--- src/rtl/fetch_queue.sv ---
// -----------------------------------------------------------------------------
// fetch_queue
//   Instruction-fetch front end. Issues one fetch at a time to the instruction
//   port of memory_controller (req/ack), buffers up to DEPTH fetched words in a
//   registered circular queue and presents the head {pc, instr} to if_id.
//   Branch redirects flush the queue and retarget the fetch PC; a redirect that
//   lands while a request is outstanding marks that request for squashing so
//   its late data is dropped.
//
// Optional feature: define FETCH_PERF_EN to add saturating 16-bit counters
//   perf_flush_cnt (redirects) and perf_stall_cnt (stalled cycles with a valid
//   head). Without the macro those ports do not exist.
//
// Ports
//   clk          in   rising-edge clock
//   rst          in   asynchronous reset, active low
//   stall        in   decode stall, keep the queue head
//   b_taken      in   one-cycle branch redirect strobe
//   b_pc         in   redirect target
//   mem_req      out  fetch request, held until mem_ack
//   mem_addr     out  fetch address, stable while mem_req=1
//   mem_ack      in   read data valid
//   mem_rdata    in   fetched instruction word
//   if_id_valid  out  queue head valid
//   if_id_pc     out  head PC (holds last value when empty)
//   if_id_instr  out  head instruction (holds last value when empty)
//   fill_level   out  queue occupancy
// -----------------------------------------------------------------------------
module fetch_queue #(
    parameter int              XLEN     = 32,
    parameter int              DEPTH    = 4,
    parameter logic [XLEN-1:0] RESET_PC = '0,
    parameter int              PC_STEP  = 4
) (
    input  logic                     clk,
    input  logic                     rst,
    input  logic                     stall,
    input  logic                     b_taken,
    input  logic [XLEN-1:0]          b_pc,
    output logic                     mem_req,
    output logic [XLEN-1:0]          mem_addr,
    input  logic                     mem_ack,
    input  logic [XLEN-1:0]          mem_rdata,
    output logic                     if_id_valid,
    output logic [XLEN-1:0]          if_id_pc,
    output logic [XLEN-1:0]          if_id_instr,
    output logic [$clog2(DEPTH):0]   fill_level
`ifdef FETCH_PERF_EN
    ,
    output logic [15:0]              perf_flush_cnt,
    output logic [15:0]              perf_stall_cnt
`endif
);

    localparam int AW = $clog2(DEPTH);
    localparam int CW = AW + 1;
    localparam logic [CW-1:0] DEPTH_C = CW'(DEPTH);

    typedef enum logic {
        S_IDLE,
        S_REQ
    } state_t;

    state_t            state_q, state_n;
    logic              squash_q, squash_n;
    logic [XLEN-1:0]   fetch_pc_q, fetch_pc_n;
    logic [AW-1:0]     rd_ptr_q, wr_ptr_q;
    logic [AW-1:0]     rd_ptr_inc;
    logic [CW-1:0]     count_q;
    logic              push, pop, credit;
    logic              head_from_push, head_from_q;

    logic [XLEN-1:0]   q_pc    [DEPTH];
    logic [XLEN-1:0]   q_instr [DEPTH];

    // Only one request is ever outstanding, so in IDLE the credit check
    // reduces to "queue not full".
    assign credit      = (count_q < DEPTH_C);
    assign mem_req     = (state_q == S_REQ);
    assign if_id_valid = (count_q != '0);
    assign fill_level  = count_q;

    // A redirect flushes the queue, so it also suppresses the pop.
    assign pop        = if_id_valid && !stall && !b_taken;
    assign rd_ptr_inc = rd_ptr_q + AW'(1);

    // Head register source: the incoming word when the queue is (or becomes)
    // empty at this edge, otherwise the next stored entry after a pop.
    assign head_from_push = push && ((count_q == '0) || ((count_q == CW'(1)) && pop));
    assign head_from_q    = pop && (count_q > CW'(1));

    always_comb begin
        state_n    = state_q;
        squash_n   = squash_q;
        fetch_pc_n = fetch_pc_q;
        push       = 1'b0;

        unique case (state_q)
            S_IDLE: begin
                // After a redirect the queue is empty, so credit is implied.
                if (b_taken || credit) begin
                    state_n = S_REQ;
                end
            end
            S_REQ: begin
                if (mem_ack) begin
                    squash_n = 1'b0;
                    if (b_taken || squash_q) begin
                        // Data belongs to a stale path: drop it and start the
                        // fetch at the redirect target right away.
                        state_n = S_REQ;
                    end else begin
                        state_n    = S_IDLE;
                        push       = 1'b1;
                        fetch_pc_n = mem_addr + XLEN'(PC_STEP);
                    end
                end else if (b_taken) begin
                    squash_n = 1'b1;
                end
            end
            default: begin
                state_n = S_IDLE;
            end
        endcase

        if (b_taken) begin
            fetch_pc_n = b_pc;
        end
    end

    always_ff @(posedge clk or negedge rst) begin
        if (!rst) begin
            state_q     <= S_IDLE;
            squash_q    <= 1'b0;
            fetch_pc_q  <= RESET_PC;
            mem_addr    <= RESET_PC;
            rd_ptr_q    <= '0;
            wr_ptr_q    <= '0;
            count_q     <= '0;
            if_id_pc    <= '0;
            if_id_instr <= '0;
        end else begin
            state_q    <= state_n;
            squash_q   <= squash_n;
            fetch_pc_q <= fetch_pc_n;

            // The address must not move while a request waits for its ack.
            if (!((state_q == S_REQ) && !mem_ack)) begin
                mem_addr <= fetch_pc_n;
            end

            if (b_taken) begin
                rd_ptr_q <= '0;
                wr_ptr_q <= '0;
                count_q  <= '0;
            end else begin
                if (push) begin
                    wr_ptr_q <= wr_ptr_q + AW'(1);
                end
                if (pop) begin
                    rd_ptr_q <= rd_ptr_inc;
                end
                unique case ({push, pop})
                    2'b10:   count_q <= count_q + CW'(1);
                    2'b01:   count_q <= count_q - CW'(1);
                    default: count_q <= count_q;
                endcase
                if (head_from_push) begin
                    if_id_pc    <= mem_addr;
                    if_id_instr <= mem_rdata;
                end else if (head_from_q) begin
                    if_id_pc    <= q_pc[rd_ptr_inc];
                    if_id_instr <= q_instr[rd_ptr_inc];
                end
            end
        end
    end

    // Queue storage carries no reset; occupancy is tracked by count_q.
    always_ff @(posedge clk) begin
        if (push) begin
            q_pc[wr_ptr_q]    <= mem_addr;
            q_instr[wr_ptr_q] <= mem_rdata;
        end
    end

`ifdef FETCH_PERF_EN
    function automatic logic [15:0] sat_inc(input logic [15:0] v);
        return (v == 16'hFFFF) ? v : v + 16'd1;
    endfunction

    always_ff @(posedge clk or negedge rst) begin
        if (!rst) begin
            perf_flush_cnt <= '0;
            perf_stall_cnt <= '0;
        end else begin
            if (b_taken) begin
                perf_flush_cnt <= sat_inc(perf_flush_cnt);
            end
            if (stall && if_id_valid) begin
                perf_stall_cnt <= sat_inc(perf_stall_cnt);
            end
        end
    end
`endif

endmodule
--- config.mk ---
export PLATFORM = sky130hd
export DESIGN_NAME = fetch_queue
export DESIGN_NICKNAME = d
export VERILOG_FILES = /design/src/rtl/fetch_queue.sv
export SDC_FILE = /design/constraint.sdc
export NUM_CORES = 1
export LEC_CHECK = 0
export CAP_MARGIN = 20
export CELL_PAD_IN_SITES_DETAIL_PLACEMENT = 2
export CELL_PAD_IN_SITES_GLOBAL_PLACEMENT = 2
export CORE_ASPECT_RATIO = 0.8
export CORE_MARGIN = 3
export CORE_UTILIZATION = 45
export DETAILED_ROUTE_END_ITERATION = 10
export DONT_BUFFER_PORTS = 1
export GPL_TIMING_DRIVEN = 0
export PLACE_DENSITY_LB_ADDON = 0.1
export REMOVE_ABC_BUFFERS = 1
export SETUP_SLACK_MARGIN = 0.15
export SLEW_MARGIN = 20
export SYNTH_ARGS = -nofsm -noshare
export SYNTH_HDL_FRONTEND = slang
export SYNTH_SLANG_ARGS = --single-unit
--- constraint.sdc ---
create_clock -name clk -period 3.8 [get_ports clk]
set_input_delay 0.19 -clock clk [delete_from_list [all_inputs] [get_ports clk]]
set_output_delay 0.19 -clock clk [all_outputs]
set_load 0.02 [all_outputs]
### Word level (Yosys, flattened, before mapping)

Memory sizes are Yosys's and may differ from the RTL's.
Cells that the tools add are included.

* register bits: 137
* output and inout port bits: 101
* bits of input ports: 69
* RAM bits: 256
* memories kept: 2

Memories
* q_instr: depth 4, bits a word 32, rd ports 1, clocked after memory_dff 0, write ports 1, RTL line 74 `logic [XLEN-1:0] q_instr [DEPTH];`
* q_pc: depth 4, bits a word 32, rd ports 1, clocked after memory_dff 0, write ports 1, RTL line 73 `logic [XLEN-1:0] q_pc [DEPTH];`

* mux-type cells: 25
* equal/unequal tests: 3
* bitwise logic cells: 2
* reductions and logical operators: 21
* add/subtract/negate cells: 5
* magnitude comparators: 2

Operators with widths (number)
* two-way mux 32 bit: 8
* adder 32 x 3 -> 32 bit (second input constant): 1
* two-way mux 1 bit: 10
* two-way mux 2 bit: 4
* nonzero test 2 bit: 4
* logical AND 1 bit: 6
* one-hot mux 3 bit (2 select lines): 1
* nonzero test 3 bit: 2
* adder 2 x 1 -> 2 bit (second input constant): 2
* AND reduction 2 bit: 2
* adder 3 x 1 -> 3 bit (second input constant): 1
* equality test 3 x 1 -> 1 bit (second input constant): 1
* > comparator 3 x 1 -> 1 bit (second input constant): 1
* zero test 1 bit: 3
* zero test 3 bit: 1
* logical OR 1 bit: 3
* < comparator 3 bit (second input constant): 1
* two-way mux 3 bit: 1
* subtractor 3 x 1 -> 3 bit (second input constant): 1
* equality test 2 x 1 -> 1 bit (second input constant): 1
* equality test 2 bit (second input constant): 1
* inverter 1 bit: 2
* one-hot mux 1 bit (2 select lines): 1

### Longest topological paths before layout

Gate-level depths: netlist (run 1).

* word-level depth: 8
* depth in mapped cells: 9
* depth with buffers taken out: 8

### Worst setup path after synthesis (run 1)

No wires, ideal clock.

* path type: register to register
* start point: register state_q, in the netlist mem_req
* end point: memory q_instr[0][0] (enable)
* cell stages (with the launch flop): 5
* arrival time: 2847 ps
* path buffers: 1
* setup slack: 525 ps
* cell sequence: dfrtp_1 > nand3b_1 > nor2_1 > clkbuf_1 > and2_1

* longest elaborated chain between the ends: 3

RTL lines
* from (decl): RTL line 64 `state_t state_q, state_n;`
* from (signal assigned): RTL line 143 `state_q <= state_n;`
* two-way mux 1 bit: RTL line 98 `unique case (state_q)`
* two-way mux 1 bit: RTL line 181 `if (push) begin`
* two-way mux 1 bit (not written as such): RTL line 183 `q_instr[wr_ptr_q] <= mem_rdata;`
* to (decl): RTL line 74

No other way between the ends.

### Worst setup path after layout (run 1)

* start point: register count_q[1], in the netlist fill_level[1]
* end point: register if_id_instr[19]

* longest elaborated chain between the ends: 8

RTL lines
* from (decl): RTL line 69 `logic [CW-1:0] count_q;`
* from (signal assigned): RTL line 164 `2'b10: count_q <= count_q + CW'(1);`
* from (signal assigned): RTL line 165 `2'b01: count_q <= count_q - CW'(1);`
* from (signal assigned): RTL line 166 `default: count_q <= count_q;`
* nonzero test 3 bit: RTL line 80 `assign if_id_valid = (count_q != '0);`
* logical AND 1 bit (2 in series): RTL line 84 `assign pop = if_id_valid && !stall && !b_taken;`
* logical AND 1 bit: RTL line 89 `assign head_from_push = push && ((count_q == '0) || ((count_q == CW'(1)) && pop));`
* logical OR 1 bit: RTL line 89
* logical AND 1 bit: RTL line 89
* nonzero test 2 bit (no source line)
* AND reduction 2 bit (no source line)
* to (signal assigned): RTL line 170 `if_id_instr <= mem_rdata;`
* to (signal assigned): RTL line 173 `if_id_instr <= q_instr[rd_ptr_inc];`
* to (decl): RTL line 46 `output logic [XLEN-1:0] if_id_instr,`

Several ways; a longest one is shown, not always the timed one.
A chain may end at the register's enable or synchronous reset.

==> results.yml, run 1 <==
status:
  status: "finished, final reports clean"
drt:
  drt_first_pass_iters: 5
  drc: 0
  vias: 9529
  routed_via_density: 5.74
  wirelength_um: 44000
  drt_iter0_markers: 709
  drtAntennaViolNets: 0
  route.detailed.wl_per_inst_um: 26.5
pwr:
  finalPower_mw: 12.2
  intPower_mw: 8.31
  leakage_nw: 6.64
  switching_share_pct: 31.8
  ir_worst_vdd_v: 0.000457
  power_density_nw_per_um2: 641
  power_frac_clock_pct: 31.9
  seqPwrFrac_pct: 51.9
  pwr-share-comb_pct: 16.2
  p_sw_mw: 3.88
floorplanning:
  boundaryPins: 170
  die_x_um: 218
  core_um2: 35000
  placementRows: 61
  initial_core_util_pct: 46.1
  die_h_um: 175
  dieArea_um2: 38200
synth:
  synth-compound-area-share_pct: 6.13
  post_synth_mux_area_share_pct: 14.0
  synthCells: 1063
  synthArstFlopShare_pct: 34.9
  synth_area_per_cell_um2: 15.2
  syn_area_um2: 16100
  seq_area_frac_synth_pct: 68.8
  synth-edff-count: 256
  yosysUniqueCellTypes: 55
  ys_ff_latch: 393
  synth-xor-area-share_pct: 1.57
  synth_top_family_by_area: "multiplexers"
  yosysWarningCount: 0
  yosys.area_share.simple_pct: 6.70
  synth-main-ff-cell: "edfxtp_1"
  yosys.area_share.adder_pct: 0.821
placement:
  place.gp.congestion: 0.717
  io_buffers: 0
  pre_cts_ws_ns: -0.0738
  dpl_cell_area_um2: 17000
  dp_hpwl_um: 26900
worst_hold_path:
  worstHoldPathCells: 3
  whs_endpoint: "fetch_pc_q[20]"
  worstHoldStart: "b_taken"
  hold_path_class: "in -> reg"
setup_path:
  critPathKind: "reg -> reg"
  r2r_start: "fill_level[1]"
  slowest_delay_ns: 0.53
  critPathTopFamily: "buffers and inverters"
  worstReg2RegEnd: "if_id_instr[19]"
  worstSetupEndpointType: "register"
  crit_slowest_cell: "dfrtp_1"
  reg2reg_slack_ns: 0.38
  crit_buf_inv: 7
  crit_arrival_ns: 3.83
  crit_fanout: 5
  start_kind: "register"
  crit_top_cell: "buf_2"
  r2r_cells: 12
  crit_required_ns: 4.21
  worst-path-stages: 12
  crit_chain: "inv_1, ha_1, o21bai_1, a2111oi_4, buf_4, buf_2, buf_2, buf_2, buf_2, buf_2, mux2i_1, o21ai_0"
sta:
  maxSlewViolCount: 0
  clock_skew_ns: 0.0134
  worst_pin_slew_ns: 0.923
  period_minus_slack_ns: 3.42
  slew_headroom_pct: 38.5
  fmax_mhz: 292
  layout_worst_path_cycle_share_pct: 90.0
  setup_violations: 0
  fin_ws_ns: 0.380
  hold_viol_final: 0
  rsz0062_at_grt: "no"
clock_network:
  clk_path_buf_depth: 3
  root_buffer: "clkbuf_16"
  cts_max_level: 2
  cts_tree: "done"
  cts.sinks: 393
  insertion_delay_ns: 0.55
  clkTransAtPathRegs_ns: 0.06
  cts_buffers: 41
final_layout:
  fillers: 3120
  areaGrowthSynthToFinish_pct: 17.7
  layout_commonest_cell: "edfxtp_1"
  multi_input_area_um2: 4770
  seq_area_um2: 11100
  mostFrequentLayoutCells: "256 x edfxtp_1, 135 x dfrtp_1, 124 x nand2_1"
  layout.nets: 1232
  design_area_um2: 19000
  drive_gt1_share_pct: 17.0
grt:
  grt_pass1_vias: 11000
  overflow: 0
  grt_max_degree: 138
  grt_pass1_wl_um: 69200
  globalRouteTotalUtil_pct: 23.8
  antenna_found_initial: 2
run:
  cap_violations: 0
[cells in the mapped netlist (5+ instances only)]
| master | number | area [um2] |
|---|---|---|
| mux2i_1 | 71 | 711 |
| inv_1 | 13 | 48.8 |
| o221ai_1 | 7 | 61.3 |
| a21o_1 | 7 | 52.6 |
| dfrtp_1 | 137 | 3430 |
| xnor2_1 | 16 | 140 |
| o21ai_0 | 102 | 510 |
| edfxtp_1 | 256 | 7690 |
| and3_1 | 5 | 31.3 |
| nand2_1 | 124 | 465 |
| mux4_2 | 64 | 1440 |
| nand3_1 | 9 | 45.0 |
| xor2_1 | 13 | 114 |
| buf_2 | 19 | 95.1 |
| nand4_1 | 13 | 81.3 |
| mux2_2 | 9 | 101 |
| and2_1 | 6 | 37.5 |
| clkbuf_1 | 44 | 165 |
| nor3_1 | 8 | 40.0 |
| a21oi_1 | 33 | 165 |
| nor2_1 | 42 | 158 |
| ha_1 | 9 | 113 |
[layer usage]
metal | vias up | GRT usage, % | routed length, um
li1 | 4194 | - | -
met1 | 5097 | 32.3 | 19200
met5 | - | 0 | 0
met3 | 51 | 4.70 | 2230
met2 | 187 | 40.7 | 21900
met4 | 0 | 4.37 | 590
[kinds of logic after synthesis]
| group | after synthesis |
|---|---|
| DFF | 393 |
| AOI/OAI and AO/OA | 174 |
| and+or+nand+nor | 233 |
| buffers and inverters | 79 |
| adders and majority gates | 11 |
| muxes | 144 |
| xor gates and xnor gates | 29 |
[flip-flops by register name, summed over array words and instances (netlist names)]
name and cells:
fill_level 3, mem_addr 32, rd_ptr_q 2, wr_ptr_q 2, mem_req 1, q_instr 128
squash_q 1, q_pc 128, if_id_instr 32, if_id_pc 32, fetch_pc_q 32
[timing repair]
item / CTS / global route
hold buffers: 69 / 0
endpoints found under the setup margin: 14 / 138
endpoints found under the hold margin: 366 / 0
resized for setup: 2 / 1
pin swaps: 0 / 2
buffers inserted: 0 / 4
[tightest hold or removal path: stages]
cell	delay [ns]
o21ai_0	0.19
a21oi_1	0.06
o21ai_0	0.08
[cell type report]
class | instances | share of cell area (%)
sequential | 393 | 58.5
clock buffer | 57 | 5.98
clock inverter | 18 | 0.763
tap | 472 | 3.11
timing repair buffer | 114 | 6.31
inverter | 13 | 0.257
multi-input combinational | 591 | 25.1
antenna | 1 | 0.0132
[metrics by stage]
| stage | hold WS (ns) | std cells | utilization, % | TNS, ns |
|---|---|---|---|---|
| after floorplan | -0.106 | 997 | - | -938.14 |
| after detailed placement | -0.102 | 1510 | 48.4 | -0.0738 |
| final | 0.0158 | 1659 | 54.3 | 0 |
| after global placement | -0.102 | 1469 | 47.0 | -2416.85 |
| after global routing | 0.0527 | 1659 | 54.3 | 0 |
| after CTS | 0.00472 | 1654 | 54.2 | 0 |
[worst max path at each step]
stage / from / endpoint / slack [ns]
5_1_grt: fill_level[1] / if_id_instr[15] / 0.16
3_3_place_gp: fill_level[1] / if_id_instr[10] / -23.11
3_5_place_dp: mem_req / if_id_instr[2] / -0.07
6_report: fill_level[1] / if_id_instr[19] / 0.38
2_1_floorplan: fill_level[0] / if_id_instr[0] / -12.66
4_1_cts: mem_req / if_id_instr[2] / 0.16
[power groups by stage]
stage | sequential [mW] | clock (mW) | combinational, mW
2_1_floorplan | 6.19 | 0 | 1.41
3_3_place_gp | 6.56 | 0 | 1.71
3_5_place_dp | 6.42 | 0 | 1.83
4_1_cts | 6.35 | 3.98 | 1.99
5_1_grt | 6.42 | 4.19 | 2.21
6_report | 6.32 | 3.89 | 1.98
Note: power is estimated with default switching activity, not from simulation.
==> run 2, diff against run 1 <==
CORE_UTILIZATION = 46   (was 45)
==> run 2 against run 1 <==
  * Non-clock buffer count shrank 3
  * Hold slack gained 0.0013 ns
  * Cell area grew 0.30%
  * Core utilization grew 1.7 points
  * Final cell count shrank 0.66%
  * Sequential power grew 0.9%
  * Fmax grew 1.1%
  * Clock skew shrank 0.00062 ns
  * Sequential share of layout area shrank 0.17 points
  * Die area shrank 2.1%
  * Critical path depth grew 1
  * Highest routed layer unchanged
  * Clock power grew 6.7%
==> results.yml, run 2 (synthesis results as in run 1) <==
pwr:
  finalPower_mw: 12.5
  ir_worst_vdd_v: 0.000429
  power_density_nw_per_um2: 656
  leakage_nw: 6.67
grt:
  grt_pass1_vias: 11200
  grt_pass1_wl_um: 71500
  globalRouteTotalUtil_pct: 25.0
  antenna_found_initial: 0
  overflow: 0
  grt_max_degree: 138
final_layout:
  largestRegisters: "q_instr: 128 flops, q_pc: 128 flops"
  drive_gt1_share_pct: 16.8
  design_area_um2: 19100
  fin_cells: 1648
  mostFrequentLayoutCells: "256 x edfxtp_1, 134 x dfrtp_1, 124 x nand2_1"
  layout_commonest_cell: "edfxtp_1"
  areaGrowthSynthToFinish_pct: 18.1
  fillers: 3030
  layout.nets: 1229
  antenna_cells: 0
  seq_area_um2: 11100
  multi_input_area_um2: 4740
clock_network:
  postCtsSetupBuffers: 0
  clkTransAtPathRegs_ns: 0.07
  cts_tree: "done"
  root_buffer: "clkbuf_16"
  insertion_delay_ns: 0.54
  cts_buffers: 41
  clk_path_buf_depth: 3
  cts.sinks: 393
  cts_max_level: 2
setup_path:
  worstSetupEndpointType: "register"
  start_kind: "register"
  crit_required_ns: 4.22
  crit_fanout: 5
  reg2reg_slack_ns: 0.42
  critPathKind: "reg -> reg"
  crit_arrival_ns: 3.80
run:
  cap_violations: 0
floorplanning:
  placementRows: 60
  die_x_um: 215
  dieArea_um2: 37400
  core_um2: 34100
  initial_core_util_pct: 47.4
  boundaryPins: 170
  die_h_um: 174
sta:
  tns_ns: 0
  rsz0062_at_grt: "no"
  worst_pin_slew_ns: 0.908
  period_minus_slack_ns: 3.38
  maxSlewViolCount: 0
  fmax_mhz: 296
  layout_worst_path_cycle_share_pct: 89.0
  hold_viol_final: 0
  slew_headroom_pct: 39.3
  clock_skew_ns: 0.0128
  setup_violations: 0
drt:
  route.detailed.wl_per_inst_um: 28.0
  drc: 0
  routed_via_density: 5.85
  drt_iter0_markers: 762
  drtAntennaViolNets: 0
  drt_first_pass_iters: 4
  vias: 9639
  wirelength_um: 46100
placement:
  place.gp.congestion: 0.716
  dp_hpwl_um: 27300
  place_inst: 1504
  io_buffers: 0
  dpl_cell_area_um2: 17000
status:
  status: "finished, final reports clean"
worst_hold_path:
  hold_path_class: "in -> reg"
[run 2: changes by cell type in the layout (fill, tap and decap cells not counted), sizes merged]
cell / delta
clkbuf: -2
buf: -3
bufinv: +3
diode: -1
clkinv: -1
[run 2: layer usage]
metal	up-vias	track usage, %	part of all wire [%]
met5	-	0	0
met4	0	4.73	1.4
met3	53	5.64	5.5
met2	238	42.1	50
met1	5168	33.9	43
li1	4180	-	-
[run 2: cell type report]
cell class                      instances  share of cell area (%)
Tap cell                              465                    3.05
Multi-Input combinational cell        591                    24.9
Sequential cell                       393                    58.3
Inverter                               13                   0.256
Clock inverter                         20                    1.20
Timing Repair Buffer                  111                    6.25
Clock buffer                           55                    6.04
[run 2: metrics by stage]
step / utilization, % / hold WS, ns / setup WS [ns]
6_report: 56.0 / 0.0170 / 0.417
5_1_grt: 56.0 / 0.0353 / 0.183
4_1_cts: 56.0 / 0.00139 / 0.294
3_5_place_dp: 49.8 / -0.101 / 0.0963
3_3_place_gp: 48.3 / -0.102 / -23.11
2_1_floorplan: - / -0.106 / -12.66
[run 2: path summary, 6_finish.rpt]
kind                                     from         endpoint  depth (start not counted)
worst min register to register       squash_q         squash_q                          2
worst max register to register  fill_level[1]  if_id_instr[16]                         13
worst max-delay path            fill_level[1]  if_id_instr[16]                         13
min in group asynchronous                 rst  if_id_instr[20]                          2
worst min-delay path                  b_taken   fetch_pc_q[29]                          3
max in group asynchronous                 rst      rd_ptr_q[1]                          2
[run 2: worst max-delay path: stages, from the launching register on]
cell and delay (ns):
dfrtp_2 0.46, inv_1 0.13, ha_1 0.21, o21bai_1 0.17, a2111oi_2 0.44, buf_2 0.27, buf_2 0.23, buf_2 0.23
buf_4 0.18, buf_2 0.20, buf_4 0.18, buf_2 0.19, mux2i_1 0.24, o21ai_0 0.11
[run 2: report_power, final]
group	internal [mW]	switching [mW]	total (mW)
logic	0.924	1.05	1.98
registers	5.15	1.23	6.38
clock network	2.47	1.68	4.15
[run 2: repair_timing]
action                                  4_1_cts  5_1_grt
hold buffers                                 69        0
hold endpoints to repair                    359        0
endpoints found under the setup margin       14        2
resized for setup                             1        1
==> run 3, diff against run 2 <==
PLACE_DENSITY_LB_ADDON = 0.25   (was 0.1)
==> run 3 against run 2 <==
  * First-iteration DRC count stayed put
  * Register-to-register slack worse by 0.07 ns
  * Critical endpoint is now if_id_instr[14]
  * Sequential power about the same
  * Die area unchanged
  * Sequential share of layout area down 0.23 points
  * Final cell count up 0.18%
  * Largest cell class unchanged
  * Combinational power increased by 4%
==> results.yml, run 3 (synthesis results as in run 1) <==
status:
  status: "finished, final reports clean"
sta:
  fmax_mhz: 289
  setup_violations: 0
  fin_ws_ns: 0.343
  hold_viol_final: 0
  period_minus_slack_ns: 3.46
  worst_pin_slew_ns: 0.822
  maxSlewViolCount: 0
  clock_skew_ns: 0.0299
  layout_worst_path_cycle_share_pct: 91.0
  fin_hold_ws_ns: 0.0207
  slew_headroom_pct: 45.2
  rsz0062_at_grt: "no"
final_layout:
  seq_area_um2: 11100
  fin_util_pct: 56.2
  fillers: 3049
  largestRegisters: "q_instr: 128 flops, q_pc: 128 flops"
  mostFrequentLayoutCells: "256 x edfxtp_1, 135 x dfrtp_1, 124 x nand2_1"
  layout_commonest_cell: "edfxtp_1"
  layout.nets: 1231
  multi_input_area_um2: 4770
  design_area_um2: 19100
  areaGrowthSynthToFinish_pct: 18.5
  drive_gt1_share_pct: 17.4
  fin_cells: 1651
floorplanning:
  core_um2: 34100
  placementRows: 60
  dieArea_um2: 37400
  boundaryPins: 170
  die_h_um: 174
  die_x_um: 215
  initial_core_util_pct: 47.4
setup_path:
  critPathKind: "reg -> reg"
  r2r_cells: 12
  crit_arrival_ns: 3.86
  crit_fanout: 5
  crit_required_ns: 4.20
  worstSetupEndpointType: "register"
  start_kind: "register"
pwr:
  pwr-share-comb_pct: 16.2
  power_frac_clock_pct: 33.8
  ir_worst_vdd_v: 0.000510
  switching_share_pct: 32.0
  power_density_nw_per_um2: 664
  leakage_nw: 6.70
  intPower_mw: 8.64
  p_sw_mw: 4.07
  seqPwrFrac_pct: 50.0
worst_hold_path:
  hold_path_class: "in -> reg"
  worstHoldPathCells: 4
grt:
  globalRouteTotalUtil_pct: 26.6
  overflow: 0
  antenna_found_initial: 2
  grt_pass1_wl_um: 75300
  grt_max_degree: 138
  grt_pass1_vias: 11400
clock_network:
  cts_tree: "done"
  cts.sinks: 393
  clk_path_buf_depth: 3
  insertion_delay_ns: 0.56
  root_buffer: "clkbuf_16"
  cts_buffers: 41
  cts_max_level: 2
  clkTransAtPathRegs_ns: 0.07
placement:
  dp_hpwl_um: 27900
  place.gp.congestion: 0.716
  place_inst: 1504
  dpl_cell_area_um2: 16900
  io_buffers: 0
  pre_cts_ws_ns: -0.240
drt:
  wirelength_um: 48800
  vias: 9802
  drc: 0
  drtAntennaViolNets: 0
  drt_first_pass_iters: 4
  routed_via_density: 5.94
  route.detailed.wl_per_inst_um: 29.5
  drt_iter0_markers: 762
run:
  cap_violations: 0
[run 3: cell type report]
| cell class | count | area share, % |
|---|---|---|
| Sequential cell | 393 | 58.1 |
| Multi-Input combinational cell | 591 | 24.9 |
| Timing Repair Buffer | 113 | 6.22 |
| Clock buffer | 51 | 5.99 |
| Tap cell | 465 | 3.04 |
| Clock inverter | 24 | 1.46 |
| Inverter | 13 | 0.255 |
| Antenna cell | 1 | 0.0131 |
[run 3: repair_timing]
| action | CTS | global route |
|---|---|---|
| pin swaps | 1 | 0 |
| hold endpoints to repair | 363 | 5 |
| buffers inserted | 1 | 0 |
| cloned | 0 | 0 |
| resized for setup | 3 | 2 |
| endpoints found under the setup margin | 35 | 14 |
| hold buffers | 69 | 1 |
[run 3: worst paths after layout]
| kind | from | slack, ns | to |
|---|---|---|---|
| worst min register to register | squash_q | 0.57 | squash_q |
| max in group asynchronous | rst | 2.79 | rd_ptr_q[1] |
| worst max register to register | fill_level[1] | 0.34 | if_id_instr[14] |
| worst min-delay path | stall | 0.02 | rd_ptr_q[1] |
| worst max-delay path | fill_level[1] | 0.34 | if_id_instr[14] |
| min in group asynchronous | rst | 0.37 | mem_addr[0] |
[run 3: power by group through the flow]
| stage | Sequential, mW | Clock (mW) | Combinational [mW] |
|---|---|---|---|
| finish | 6.36 | 4.29 | 2.06 |
| detailed placement | 6.44 | 0 | 1.83 |
| CTS | 6.36 | 4.34 | 2.03 |
| floorplan | 6.19 | 0 | 1.41 |
| global route | 6.45 | 4.54 | 2.28 |
| global placement | 6.54 | 0 | 1.69 |
[run 3: critical path, cell delays in order (launching register included)]
cell and delay (ns):
dfrtp_1 0.56, inv_1 0.19, ha_1 0.23, o21bai_1 0.19
a2111oi_4 0.34, buf_4 0.22, buf_2 0.19, buf_2 0.24
buf_2 0.22, buf_2 0.23, buf_2 0.23, mux2i_1 0.28
o21ai_0 0.15
[run 3: layer usage]
metal,wire length (um),global-route usage (%)
met1,20100,34.4
met4,1170,7.95
met5,0,0
met3,2560,5.69
met2,25000,45.7
[run 3: stage by stage]
stage / total power [mW] / TNS (ns)
global route: 13.3 / 0
global placement: 8.24 / -2382.35
CTS: 12.7 / 0
detailed placement: 8.26 / -1.87
floorplan: 7.60 / -938.14
finish: 12.7 / 0
